File: config.mk
export PLATFORM = sky130hd
export DESIGN_NAME = execute_stage
export DESIGN_NICKNAME = d
export VERILOG_FILES = /design/src/rtl/exe_pkg.sv /design/src/rtl/exe_cond_check.sv /design/src/rtl/execute_stage.sv
export SDC_FILE = /design/constraint.sdc
export NUM_CORES = 1
export LEC_CHECK = 0
export BUFFER_PORTS_ARGS = -buffer_cell sky130_fd_sc_hd__buf_2
export CORE_ASPECT_RATIO = 1.5
export CORE_MARGIN = 4
export CORE_UTILIZATION = 40
export DETAILED_ROUTE_END_ITERATION = 6
export GPL_TIMING_DRIVEN = 1
export MAX_ROUTING_LAYER = met4
export PLACE_DENSITY = 0.7
export SLEW_MARGIN = 20
export SYNTH_ARGS = -nofsm -noshare
export SYNTH_HDL_FRONTEND = slang
export SYNTH_SLANG_ARGS = --single-unit
File: constraint.sdc
create_clock -name clk -period 8.05 [get_ports clk]
set_clock_uncertainty 0.15 [all_clocks]
set_input_delay 2.0125 -clock clk [delete_from_list [all_inputs] [get_ports clk]]
set_output_delay 2.0125 -clock clk [all_outputs]
set_load 0.02 [all_outputs]
File: src/rtl/exe_pkg.sv
`default_nettype none
// ============================================================================
//  Module      : exe_pkg
//  Description : Shared types for the execute stage: ALU op codes, ARM
//                condition codes, NZCV flag bit positions and flag type.
//  Revision    : 1.0  initial release
// ============================================================================
package exe_pkg;

  typedef enum logic [3:0] {
    ALU_ADD = 4'b0000,
    ALU_SUB = 4'b0001,
    ALU_AND = 4'b0010,
    ALU_ORR = 4'b0011,
    ALU_EOR = 4'b0100,
    ALU_MOV = 4'b0101,
    ALU_MVN = 4'b0110,
    ALU_LSL = 4'b0111,
    ALU_LSR = 4'b1000,
    ALU_CMP = 4'b1001
  } alu_op_e;

  typedef enum logic [3:0] {
    COND_EQ = 4'b0000,
    COND_NE = 4'b0001,
    COND_CS = 4'b0010,
    COND_CC = 4'b0011,
    COND_MI = 4'b0100,
    COND_PL = 4'b0101,
    COND_VS = 4'b0110,
    COND_VC = 4'b0111,
    COND_HI = 4'b1000,
    COND_LS = 4'b1001,
    COND_GE = 4'b1010,
    COND_LT = 4'b1011,
    COND_GT = 4'b1100,
    COND_LE = 4'b1101,
    COND_AL = 4'b1110,
    COND_NV = 4'b1111
  } cond_e;

  localparam int FLAG_N = 3;
  localparam int FLAG_Z = 2;
  localparam int FLAG_C = 1;
  localparam int FLAG_V = 0;

  typedef logic [3:0] flags_t;

endpackage
`default_nettype wire

File: src/rtl/exe_cond_check.sv
`default_nettype none
// ============================================================================
//  Module      : exe_cond_check
//  Description : ARM condition evaluation of a 4-bit condition field against
//                the current NZCV flags. Purely combinational; 1111 is false.
//  Revision    : 1.0  initial release
// ============================================================================
module exe_cond_check
  import exe_pkg::*;
(
  input  logic [3:0] i_cond,
  input  flags_t     i_flags,
  output logic       o_cond_ex
);

  logic w_n, w_z, w_c, w_v;

  assign w_n = i_flags[FLAG_N];
  assign w_z = i_flags[FLAG_Z];
  assign w_c = i_flags[FLAG_C];
  assign w_v = i_flags[FLAG_V];

  // Decode the condition field into a single pass/fail bit
  always_comb begin
    o_cond_ex = 1'b0;
    case (cond_e'(i_cond))
      COND_EQ: o_cond_ex = w_z;
      COND_NE: o_cond_ex = ~w_z;
      COND_CS: o_cond_ex = w_c;
      COND_CC: o_cond_ex = ~w_c;
      COND_MI: o_cond_ex = w_n;
      COND_PL: o_cond_ex = ~w_n;
      COND_VS: o_cond_ex = w_v;
      COND_VC: o_cond_ex = ~w_v;
      COND_HI: o_cond_ex = w_c & ~w_z;
      COND_LS: o_cond_ex = ~w_c | w_z;
      COND_GE: o_cond_ex = (w_n == w_v);
      COND_LT: o_cond_ex = (w_n != w_v);
      COND_GT: o_cond_ex = ~w_z & (w_n == w_v);
      COND_LE: o_cond_ex = w_z | (w_n != w_v);
      COND_AL: o_cond_ex = 1'b1;
      default: o_cond_ex = 1'b0;
    endcase
  end

endmodule
`default_nettype wire

File: src/rtl/execute_stage.sv
`default_nettype none
// ============================================================================
//  Module      : execute_stage
//  Description : Pipeline execute stage: operand-B select, 32-bit ALU, NZCV
//                flags register, condition gating of side effects and the
//                execute/memory pipe register. Branch target and taken flag
//                are returned combinationally to fetch.
//                Build option EXE_FORWARD_EN adds operand forwarding ports.
//  Revision    : 1.0  initial release
// ============================================================================
module execute_stage
  import exe_pkg::*;
#(
  parameter int         WIDTH       = 32,
  parameter logic [3:0] RESET_FLAGS = 4'b0000
) (
  input  logic             clk,
  input  logic             reset,
  input  logic             stallE,
  input  logic             flushE,
  input  logic [WIDTH-1:0] RD1E,
  input  logic [WIDTH-1:0] RD2E,
  input  logic [WIDTH-1:0] ExtImmE,
  input  logic             ALUSrcE,
  input  logic [3:0]       ALUControlE,
  input  logic             PlusOneE,
  input  logic [3:0]       CondE,
  input  logic [1:0]       FlagWriteE,
  input  logic             RegWriteE,
  input  logic             MemWriteE,
  input  logic             MemToRegE,
  input  logic             BranchE,
  input  logic             PCSrcE,
  input  logic [3:0]       WA3E,
`ifdef EXE_FORWARD_EN
  input  logic [1:0]       ForwardAE,
  input  logic [1:0]       ForwardBE,
  input  logic [WIDTH-1:0] ResultW,
`endif
  output logic [WIDTH-1:0] ALUResultM,
  output logic [WIDTH-1:0] WriteDataM,
  output logic [3:0]       WA3M,
  output logic             RegWriteM,
  output logic             MemWriteM,
  output logic             MemToRegM,
  output logic             PCSrcM,
  output logic [3:0]       FlagsE,
  output logic             CondExE,
  output logic             BranchTakenE,
  output logic [WIDTH-1:0] ALUResultE
);

  logic [WIDTH-1:0] alu_result_q, alu_result_d;
  logic [WIDTH-1:0] write_data_q, write_data_d;
  logic [3:0]       wa3_q, wa3_d;
  logic             reg_write_q, reg_write_d;
  logic             mem_write_q, mem_write_d;
  logic             mem_to_reg_q, mem_to_reg_d;
  logic             pc_src_q, pc_src_d;
  flags_t           flags_q, flags_d;

  logic [WIDTH-1:0] w_src_a, w_rd2, w_src_b, w_b_adj, w_result;
  logic [WIDTH:0]   w_sum;
  logic             w_is_sub, w_cin, w_arith, w_carry, w_ovf, w_fire;
  alu_op_e          w_op;

`ifdef EXE_FORWARD_EN
  // Forwarding muxes for operand A and the register B / store-data path
  always_comb begin
    case (ForwardAE)
      2'b01:   w_src_a = ResultW;
      2'b10:   w_src_a = alu_result_q;
      default: w_src_a = RD1E;
    endcase
    case (ForwardBE)
      2'b01:   w_rd2 = ResultW;
      2'b10:   w_rd2 = alu_result_q;
      default: w_rd2 = RD2E;
    endcase
  end
`else
  assign w_src_a = RD1E;
  assign w_rd2   = RD2E;
`endif

  assign w_src_b = ALUSrcE ? ExtImmE : w_rd2;
  assign w_op    = alu_op_e'(ALUControlE);

  // Shared adder: subtraction is A + ~B + 1 so carry-out is the no-borrow flag
  always_comb begin
    w_is_sub = (w_op == ALU_SUB) || (w_op == ALU_CMP);
    w_b_adj  = w_is_sub ? ~w_src_b : w_src_b;
    w_cin    = w_is_sub ? 1'b1 : PlusOneE;
    w_sum    = {1'b0, w_src_a} + {1'b0, w_b_adj} + {{WIDTH{1'b0}}, w_cin};
    w_carry  = w_sum[WIDTH];
    w_ovf    = (w_src_a[WIDTH-1] == w_b_adj[WIDTH-1]) &&
               (w_sum[WIDTH-1] != w_src_a[WIDTH-1]);
  end

  // ALU result select; unlisted codes fall back to ADD, including flags
  always_comb begin
    w_arith  = 1'b0;
    w_result = w_sum[WIDTH-1:0];
    case (w_op)
      ALU_AND: w_result = w_src_a & w_src_b;
      ALU_ORR: w_result = w_src_a | w_src_b;
      ALU_EOR: w_result = w_src_a ^ w_src_b;
      ALU_MOV: w_result = w_src_b;
      ALU_MVN: w_result = ~w_src_b;
      ALU_LSL: w_result = w_src_a << w_src_b[4:0];
      ALU_LSR: w_result = w_src_a >> w_src_b[4:0];
      default: w_arith  = 1'b1;
    endcase
  end

  exe_cond_check u_cond_check (
    .i_cond    (CondE),
    .i_flags   (flags_q),
    .o_cond_ex (CondExE)
  );

  assign ALUResultE   = w_result;
  assign BranchTakenE = BranchE & CondExE & ~flushE;
  assign w_fire       = CondExE & ~stallE & ~flushE;

  // Next flags: only a retiring, condition-passed instruction may write them
  always_comb begin
    flags_d = flags_q;
    if (FlagWriteE[1] && w_fire) begin
      flags_d[FLAG_N] = w_result[WIDTH-1];
      flags_d[FLAG_Z] = (w_result == '0);
    end
    if (FlagWriteE[0] && w_fire) begin
      flags_d[FLAG_C] = w_arith ? w_carry : flags_q[FLAG_C];
      flags_d[FLAG_V] = w_arith ? w_ovf   : flags_q[FLAG_V];
    end
  end

  // Next E/M contents: flush beats stall, stall holds, otherwise load
  always_comb begin
    alu_result_d = alu_result_q;
    write_data_d = write_data_q;
    wa3_d        = wa3_q;
    reg_write_d  = reg_write_q;
    mem_write_d  = mem_write_q;
    mem_to_reg_d = mem_to_reg_q;
    pc_src_d     = pc_src_q;
    if (flushE) begin
      alu_result_d = '0;
      write_data_d = '0;
      wa3_d        = '0;
      reg_write_d  = 1'b0;
      mem_write_d  = 1'b0;
      mem_to_reg_d = 1'b0;
      pc_src_d     = 1'b0;
    end else if (!stallE) begin
      alu_result_d = w_result;
      write_data_d = w_rd2;
      wa3_d        = WA3E;
      reg_write_d  = RegWriteE & CondExE & (w_op != ALU_CMP);
      mem_write_d  = MemWriteE & CondExE;
      mem_to_reg_d = MemToRegE;
      pc_src_d     = PCSrcE & CondExE;
    end
  end

  // E/M pipe register and flags register with asynchronous reset
  always_ff @(posedge clk or negedge reset) begin
    if (!reset) begin
      alu_result_q <= '0;
      write_data_q <= '0;
      wa3_q        <= '0;
      reg_write_q  <= 1'b0;
      mem_write_q  <= 1'b0;
      mem_to_reg_q <= 1'b0;
      pc_src_q     <= 1'b0;
      flags_q      <= RESET_FLAGS;
    end else begin
      alu_result_q <= alu_result_d;
      write_data_q <= write_data_d;
      wa3_q        <= wa3_d;
      reg_write_q  <= reg_write_d;
      mem_write_q  <= mem_write_d;
      mem_to_reg_q <= mem_to_reg_d;
      pc_src_q     <= pc_src_d;
      flags_q      <= flags_d;
    end
  end

  assign ALUResultM = alu_result_q;
  assign WriteDataM = write_data_q;
  assign WA3M       = wa3_q;
  assign RegWriteM  = reg_write_q;
  assign MemWriteM  = mem_write_q;
  assign MemToRegM  = mem_to_reg_q;
  assign PCSrcM     = pc_src_q;
  assign FlagsE     = flags_q;

endmodule
`default_nettype wire

; Yosys cells after proc, flatten, opt, wreduce, memory -nomap -nowiden
; Cells that the tools add are included.
[op_classes]
n_addsub = 2
eq_ne = 29
n_shift = 2
n_mux = 19
n_bitwise = 23
reduce_logical = 8
[op_table]
columns = op, n
row1 = case mux 32 bit (7 select lines), 1
row2 = two-way mux 32 bit, 6
row3 = equality test 4 bit (second input constant), 9
row4 = adder 32 x 32 -> 33 bit, 1
row5 = adder 33 x 1 -> 33 bit, 1
row6 = AND 32 bit, 1
row7 = equality test 4 x 3 -> 1 bit (second input constant), 8
row8 = logical NOT 32 bit, 1
row9 = inverter 32 bit, 1
row10 = bitwise OR 32 bit, 1
row11 = left shift 32 x 5 -> 32 bit, 1
row12 = >> shifter 32 x 5 -> 32 bit, 1
row13 = XOR 32 bit, 1
row14 = equality test 4 x 2 -> 1 bit (second input constant), 4
row15 = case mux 1 bit (15 select lines), 1
row16 = AND 1 bit, 10
row17 = two-way mux 1 bit, 9
row18 = equality test 4 x 1 -> 1 bit (second input constant), 2
row19 = two-way mux 4 bit, 2
row20 = inverter 1 bit, 7
row21 = OR reduction 7 bit, 1
row22 = logical NOT 4 bit, 1
row23 = inequality test 4 bit (second input constant), 1
row24 = logical AND 1 bit, 3
row25 = other kinds (6), 9
[word_totals]
register_bits = 76
in_bits = 121
output_inout_bits = 110
elab_cells = 92

; Logic depth before layout (Yosys ltp)
; Gate-level depths: netlist of run 1.
[depth]
ltp_word = 8
depth_mapped = 20
mapped_depth_nobuf = 17

; Modules after synthesis
; Synthesis of run 1 repeated with hierarchy kept, for this count alone.
[unflattened]
hier_cells = 1477
hier_area_um2 = 11990.2
[modules_own_cells]
columns = module, n_inst, cells_per_inst, area_each_um2, seq_area_each_um2
row1 = execute_stage, 1, 1449, 11796.3, 1901.8
row2 = exe_cond_check, 1, 28, 193.9, 0.0

; Least setup slack after synthesis of run 1
; Ideal clock, no wire load.
[synth_path]
path_type = input -> output
from = input port ALUSrcE
to = output port ALUResultE[31]
t_arrival_ns = 6.334
required_time_ns = 5.887
slack_ns = -0.446
cell_stages = 17
path_buffers = 5
path_cell_list = buf_6 > buf_2 > mux2_2 > inv_2 > buf_1 > clkbuf_1 > buf_2 > xnor2_1 > ha_1 > o2111ai_1 > a2111oi_0 > o31a_1 > o21a_1 > a311oi_1 > o31ai_1 > mux2i_1 > nor2_1
[synth_between]
elab_chain_len = 6
elab_cells_between_ends = 11
cone_classes = 2 x add/sub / 2 x shift / 3 x mux / 4 x bitwise
[synth_rtl]
columns = element, line
row1 = start: declaration, execute_stage.sv:24  ; input logic ALUSrcE,
row2 = two-way mux 32 bit (*), execute_stage.sv:86  ; assign w_src_b = ALUSrcE ? ExtImmE : w_rd2;
row3 = inverter 32 bit, "execute_stage.sv:92, execute_stage.sv:109"
row4 = two-way mux 32 bit, execute_stage.sv:92  ; w_b_adj = w_is_sub ? ~w_src_b : w_src_b;
row5 = adder 32 x 32 -> 33 bit, execute_stage.sv:94  ; w_sum = {1'b0, w_src_a} + {1'b0, w_b_adj} + {{WIDTH{1'b0}}, w_cin};
row6 = adder 33 x 1 -> 33 bit, execute_stage.sv:94
row7 = case mux 32 bit (7 select lines) (*), execute_stage.sv:104  ; case (w_op)
row8 = end: declaration, execute_stage.sv:50  ; output logic [WIDTH-1:0] ALUResultE
; Mark *: on every way between the ends. The rest lies on a longest branch, timed or not.

; Worst setup path after layout of run 1
[layout_path]
from = input port ALUControlE[2]
to = output port ALUResultE[31]
[layout_between]
elab_chain_len = 6
elab_cells_between_ends = 15
cone_classes = 2 x add/sub / 9 x eq/ne / 3 x mux / 1 x reduce/logical
[layout_rtl]
columns = element, line
row1 = start: declaration, execute_stage.sv:25  ; input logic [3:0] ALUControlE,
row2 = equality test 4 x 1 -> 1 bit or equality test 4 bit (tied branches), execute_stage.sv:91  ; w_is_sub = (w_op == ALU_SUB) || (w_op == ALU_CMP);
row3 = logical OR 1 bit, execute_stage.sv:91
row4 = two-way mux 32 bit, execute_stage.sv:92
row5 = adder 32 x 32 -> 33 bit, execute_stage.sv:94
row6 = adder 33 x 1 -> 33 bit, execute_stage.sv:94
row7 = case mux 32 bit (7 select lines) (*), execute_stage.sv:104
; Marked as above.

==> results of run 1 <==
## kinds of logic after synthesis
logic type                 count (synthesis)  share of synthesized area [%]
AOI/OAI and AO/OA                        359                          21.32
adders and majority gates                 98                          10.81
muxes                                    202                          22.75
and+or+nand+nor                          438                          17.51
buffers and inverters                    194                          6.940
xor gates and xnor gates                  54                          4.118
DFF                                       76                          16.56
## flip-flops by register name, summed over array words and instances, names as in the netlist
name,flops
PCSrcM,1
ALUResultM,32
MemToRegM,1
FlagsE,4
WA3M,4
RegWriteM,1
WriteDataM,32
MemWriteM,1
## worst min-delay path by stage
stage	startpoint	endpoint	slack, ps	depth (start not counted)
detailed placement	MemWriteM$_DFFE_PN0P_	MemWriteM$_DFFE_PN0P_	350	2
floorplan	ALUResultM[2]$_DFFE_PN0P_	ALUResultM[2]$_DFFE_PN0P_	480	2
global placement	ALUResultM[14]$_DFFE_PN0P_	ALUResultM[14]$_DFFE_PN0P_	340	2
finish	ALUResultM[2]$_DFFE_PN0P_	ALUResultM[2]$_DFFE_PN0P_	360	2
CTS	ALUResultM[2]$_DFFE_PN0P_	ALUResultM[2]$_DFFE_PN0P_	360	2
global route	ALUResultM[31]$_DFFE_PN0P_	ALUResultM[31]$_DFFE_PN0P_	400	2
## worst reg2reg max path: stages, from the launching register on
cell and delay (ps):
dfrtp_1 460, o21ai_0 180, o21ai_0 100, a211o_1 300, o311a_1 120, o211a_1 260
nor4b_1 620, nor4b_1 480, and4b_1 250, and4bb_1 210, nand4_1 160, o32ai_2 230
## area by class of cell
type	instances	area, um2
fill	2783	14270
multi-input combinational	1151	8835
timing repair buffer	348	2058
sequential	76	1902
tap	346	432.9
inverter	91	341.6
clock buffer	9	225.2
clock inverter	7	82.58
## layout by cell type, fill, tap and decap left out, types with 7 or more instances in the layout
cell type  instances
nor4_1             7
a221oi_1          23
a211oi_1          15
o21a_1             9
ha_1              96
nor2b_1            9
mux2i_1          146
nand4_1           11
nand3_1           28
dfrtp_1           76
o2111ai_1         11
mux4_2            46
inv_1             86
buf_4            118
buf_2            228
o21ai_0           59
a21oi_1           88
xnor2_1           47
clkbuf_16          9
xor2_1             7
nor3_1            25
or3_1              9
nand2b_1          12
a31oi_1           21
a22oi_1           12
nand2_1          116
o211ai_1          27
mux2_2             8
o221ai_1           9
o22ai_1           12
nor2_1           178
## where the power goes
| group | internal [uW] | switching [uW] |
|---|---|---|
| Sequential | 420 | 29.4 |
| Combinational | 475 | 825 |
| Clock | 246 | 187 |
| Total | 1140 | 1040 |
## layer usage
metal / GRT usage [%] / part of all wire, %
met5: - / 0
met4: 26.59 / 9.8
met3: 5.078 / 6.5
met2: 58.82 / 50
met1: 36.64 / 34
## timing repair
item	4_1_cts	5_1_grt
endpoints found under the setup margin	0	5
gates resized for setup	0	4
hold buffers	0	0
buffers inserted	0	4
## metrics by stage
stage / util [%] / area (um2)
after global placement: 48.02 / 13520
after floorplan: - / 11500
after CTS: 49.12 / 13830
after global routing: 49.29 / 13880
final: 49.29 / 13880
after detailed placement: 48.02 / 13520
## Yosys cell counts (25+ instances only)
cell      instances  area share, %
xnor2_1          47            3.6
nand3_1          28            1.2
mux2i_1         147             13
nand2_1         116            3.8
dfrtp_1          76             17
o211ai_1         27            1.8
inv_1            86            2.8
nor3_1           25            1.1
o21ai_0          59            2.6
mux4_2           46            9.0
ha_1             96             10
a21oi_1          89            3.9
nor2_1          180            5.9
clkbuf_1         66            2.2
==> impl_metrics.toml, run 1 <==
[setup_path]
cp.buffers_inverters = 4
startpoint_type = "input port"
crit_cells = 17
max_stage_delay_ps = 420
end_kind = "primary output"
r2r_setup_slack_ps = 4450
rr_worst_depth = 11
cp-endpoint = "ALUResultE[31]"
critPathSlowestCell = "fa_1"
crit_required_ps = 5890
critPathMostFrequentCell = "buf_2"
reg2reg_from = "FlagsE[0]$_DFFE_PN0P_"
crit_type = "in -> out"
cp_cell_sequence = "buf_2 -> nor2_1 -> inv_1 -> nor2_4 -> xnor2_1 -> fa_1 -> nor2b_1 -> o2111ai_1 -> a2111oi_2 -> buf_4 -> o31a_1 -> o21a_1 -> a311oi_2 -> o31ai_2 -> mux2i_1 -> nor2_2 -> buf_2"
worstSetupStartpoint = "ALUControlE[2]"
reg2reg_to = "FlagsE[2]$_DFFE_PN0P_"
critical_path.top_delay_family = "compound AO/OA/AOI/OAI gates"
arrival_ps = 5680
critPathMaxFanout = 8

[logic_synthesis]
synthCells = 1421
synth.net_count = 1640
ys.flop_type = "dfrtp_1"
seq_area_frac_synth_pct = 16.56
yosysUniqueCellTypes = 83
ys_async_sr_fraction_pct = 100.0
syn_area_per_cell_um2 = 8.082
synth_edf_count = 0
netlist_area_um2 = 11480
ys_warn_count = 0
synth-seq-cells = 76

[grt]
antenna_found_initial = 0
track_usage_pct = 34.87
grt_pass1_vias = 12760
grt_max_degree = 77
grt_pass1_wl_um = 81050
gr-total-overflow = 0

[sta]
fin_tns_setup_ps = 0
finalCriticalPeriod_ps = 7841
tightest_slew_ps = 1012
finalCritPeriodShare_pct = 97.41
max_freq_mhz = 127.5
whs_ps = 359.5
setup_viol_count_final = 0
slew-limit-headroom_pct = 32.56
hold_viol = 0
rsz0062_at_grt = "yes"
fin_ws_ps = 208.6
drv_slew = 0

[floorplanning]
start_util_pct = 40.80
dieArea_um2 = 31540
rows = 75
die_h_um = 215.5
core_area_um2 = 28150
ios = 231
die_x_um = 146.4

[place]
place.gp.congestion = 1.065
dp_cells = 2008
port_buffers = 230
place_ws_ps = 77.11
hpwl_um = 44370

[min_path]
hp-class = "reg -> reg"

[routing]
routed_wl_um = 55270
firstDrtPassIters = 7
ant_nets = 0
vias = 12933
route.detailed.drc = 6
routedWlPerCell_um = 27.25
vias_per_cell = 6.377
drtIter0Drc = 1317

[clocking]
cts_tree = "done"
clk_latency_ps = 350
clkTransAtPathRegs_ps = 60
cts_sinks = 76
cts_root_buffer = "clkbuf_16"
cts_htree_levels = 3
cts.path.max_buffers = 2
cts_made_buffers = 9

[layout]
areaGrowthSynthToFinish_pct = 20.83
diodes = 0
nets = 1896
layout-drive-gt1-share_pct = 26.58
layout.cells.non_filler = 2028

[outcome]
outcome = "finished with violations"
violations = "design-rule violations"

[power_and_ir_drop]
p_total_uw = 2181
ir_drop_mv = 0.08237
leakagePower_uw = 0.006714
pwr_density_cell_nw_per_um2 = 157.2

[job]
cap_violations = 0
(Power assumes the default switching activity.)
==> inputs of run 2 (changes only) <==
==> constraint.sdc (replaced) <==
create_clock -name clk -period 7.17 [get_ports clk]
set_clock_uncertainty 0.15 [all_clocks]
set_input_delay 1.7925 -clock clk [delete_from_list [all_inputs] [get_ports clk]]
set_output_delay 1.7925 -clock clk [all_outputs]
set_load 0.02 [all_outputs]
==> run 2 against run 1 <==
The run now ends clean; worst hold slack got worse by 1.5 ps; non-clock buffer count rose by 117; wire length rose by 3.8%; die area did not move; critical path type unchanged; largest power group unchanged; highest routed layer unchanged.
==> impl_metrics.toml, run 2 (synthesized netlist as in run 1, its figures left out) <==
[floorplanning]
ios = 231
dieArea_um2 = 31540
die_x_um = 146.4
core_area_um2 = 28150
rows = 75
die_h_um = 215.5
start_util_pct = 40.80

[sta]
finalCritPeriodShare_pct = 99.76
hold_viol = 0
whs_ps = 358.1
fin_ws_ps = 17.24
max_freq_mhz = 139.8
setup_viol_count_final = 0
finalCriticalPeriod_ps = 7153
tightest_slew_ps = 1035
slew-limit-headroom_pct = 30.12
drv_slew = 0
rsz0062_at_grt = "yes"

[routing]
routed_wl_um = 57400
vias = 13703
firstDrtPassIters = 6
route.detailed.drc = 0
drtIter0Drc = 1418
ant_nets = 0
vias_per_cell = 6.385
routedWlPerCell_um = 26.75

[outcome]
outcome = "finished clean"

[setup_path]
end_kind = "primary output"
startpoint_type = "input port"
arrival_ps = 5210
r2r_setup_slack_ps = 3460
crit_type = "in -> out"
critPathMaxFanout = 6
crit_required_ps = 5230

[clocking]
clkTransAtPathRegs_ps = 60
cts_tree = "done"
cts_htree_levels = 3
cts_root_buffer = "clkbuf_16"
cts_made_buffers = 9
hold_buffers = 0
cts_sinks = 76
clk_latency_ps = 360
cts.path.max_buffers = 2

[power_and_ir_drop]
leakagePower_uw = 0.007333
ir_drop_mv = 0.09764
pwr_density_cell_nw_per_um2 = 173.0
p_total_uw = 2610

[grt]
antenna_found_initial = 1
grt_pass1_vias = 13142
grt_max_degree = 77
track_usage_pct = 36.05
gr-total-overflow = 0
grt_pass1_wl_um = 84120

[job]
cap_violations = 0

[layout]
most-common-layout-cells = "226 x buf_2, 226 x buf_4, 177 x nor2_1"
layout.cells.non_filler = 2146
areaGrowthSynthToFinish_pct = 31.33
nets = 2013
layout-drive-gt1-share_pct = 33.52

[place]
place_ws_ps = -203.0
port_buffers = 230
dp_cells = 2114
place.gp.congestion = 1.116
hpwl_um = 45800

[min_path]
hp-class = "reg -> reg"
run 2: final timing paths:
| check | from | to | cells past startpoint |
|---|---|---|---|
| setup / recovery | ALUControlE[2] | ALUResultE[31] | 18 |
| hold / removal | PCSrcM$_DFFE_PN0P_ | PCSrcM$_DFFE_PN0P_ | 2 |
| setup reg to reg | FlagsE[0]$_DFFE_PN0P_ | FlagsE[2]$_DFFE_PN0P_ | 11 |
| hold reg to reg | PCSrcM$_DFFE_PN0P_ | PCSrcM$_DFFE_PN0P_ | 2 |
| max in group asynchronous | reset | ALUResultM[9]$_DFFE_PN0P_ | 2 |
| min in group asynchronous | reset | MemToRegM$_DFFE_PN0P_ | 1 |
run 2: power by group:
| group | switching [uW] | leakage (uW) | internal [uW] |
|---|---|---|---|
| clock | 212 | 0.000135 | 240 |
| combinational | 982 | 0.00619 | 671 |
| sequential | 33.9 | 0.00101 | 471 |
| total | 1230 | 0.00733 | 1380 |
run 2: what timing repair did:
item	CTS	global route
setup buffers	0	13
resized for setup	11	44
endpoints found under the hold margin	0	0
pin swaps	2	27
endpoints found under the setup margin	4	9
cloned	0	1
run 2: layer usage:
metal | share of wire (%) | track usage (%) | vias up | wire length (um)
met4 | 10 | 29.69 | 0 | 5882
met2 | 49 | 59.22 | 842 | 28060
met3 | 6.8 | 5.896 | 264 | 3893
met5 | 0 | - | - | 0
li1 | - | - | 6016 | -
met1 | 34 | 37.89 | 6581 | 19560
run 2: per-stage QoR:
| stage | utilization (%) | TNS (ps) | instance area, um2 |
|---|---|---|---|
| 6_report | 53.58 | 0 | 15080 |
| 5_1_grt | 53.58 | -210.1 | 15080 |
| 4_1_cts | 52.43 | -46.76 | 14760 |
| 3_5_place_dp | 51.25 | -411.9 | 14430 |
| 3_3_place_gp | 51.25 | -256.1 | 14430 |
| 2_1_floorplan | - | -54.51 | 11630 |
run 2: critical path, stage by stage:
cell and delay, ps:
buf_2 120, nor2_4 110, inv_2 60, nor2_4 190, buf_12 140, buf_12 120, xnor2_1 70, ha_1 370
a21oi_2 190, o21ai_2 80, or3_4 340, o31a_1 350, o21a_1 230, a311oi_2 420, o31ai_2 140, mux2i_1 240
nor2_2 70, buf_4 160
run 2: layout make-up:
cell class | count | area [um2]
Clock buffer | 9 | 225.2
Timing Repair Buffer | 465 | 3037
Multi-Input combinational cell | 1151 | 9082
Clock inverter | 7 | 57.56
Tap cell | 346 | 432.9
Fill cell | 2702 | 13070
Sequential cell | 76 | 1902
Antenna cell | 1 | 2.502
Inverter | 91 | 344.1
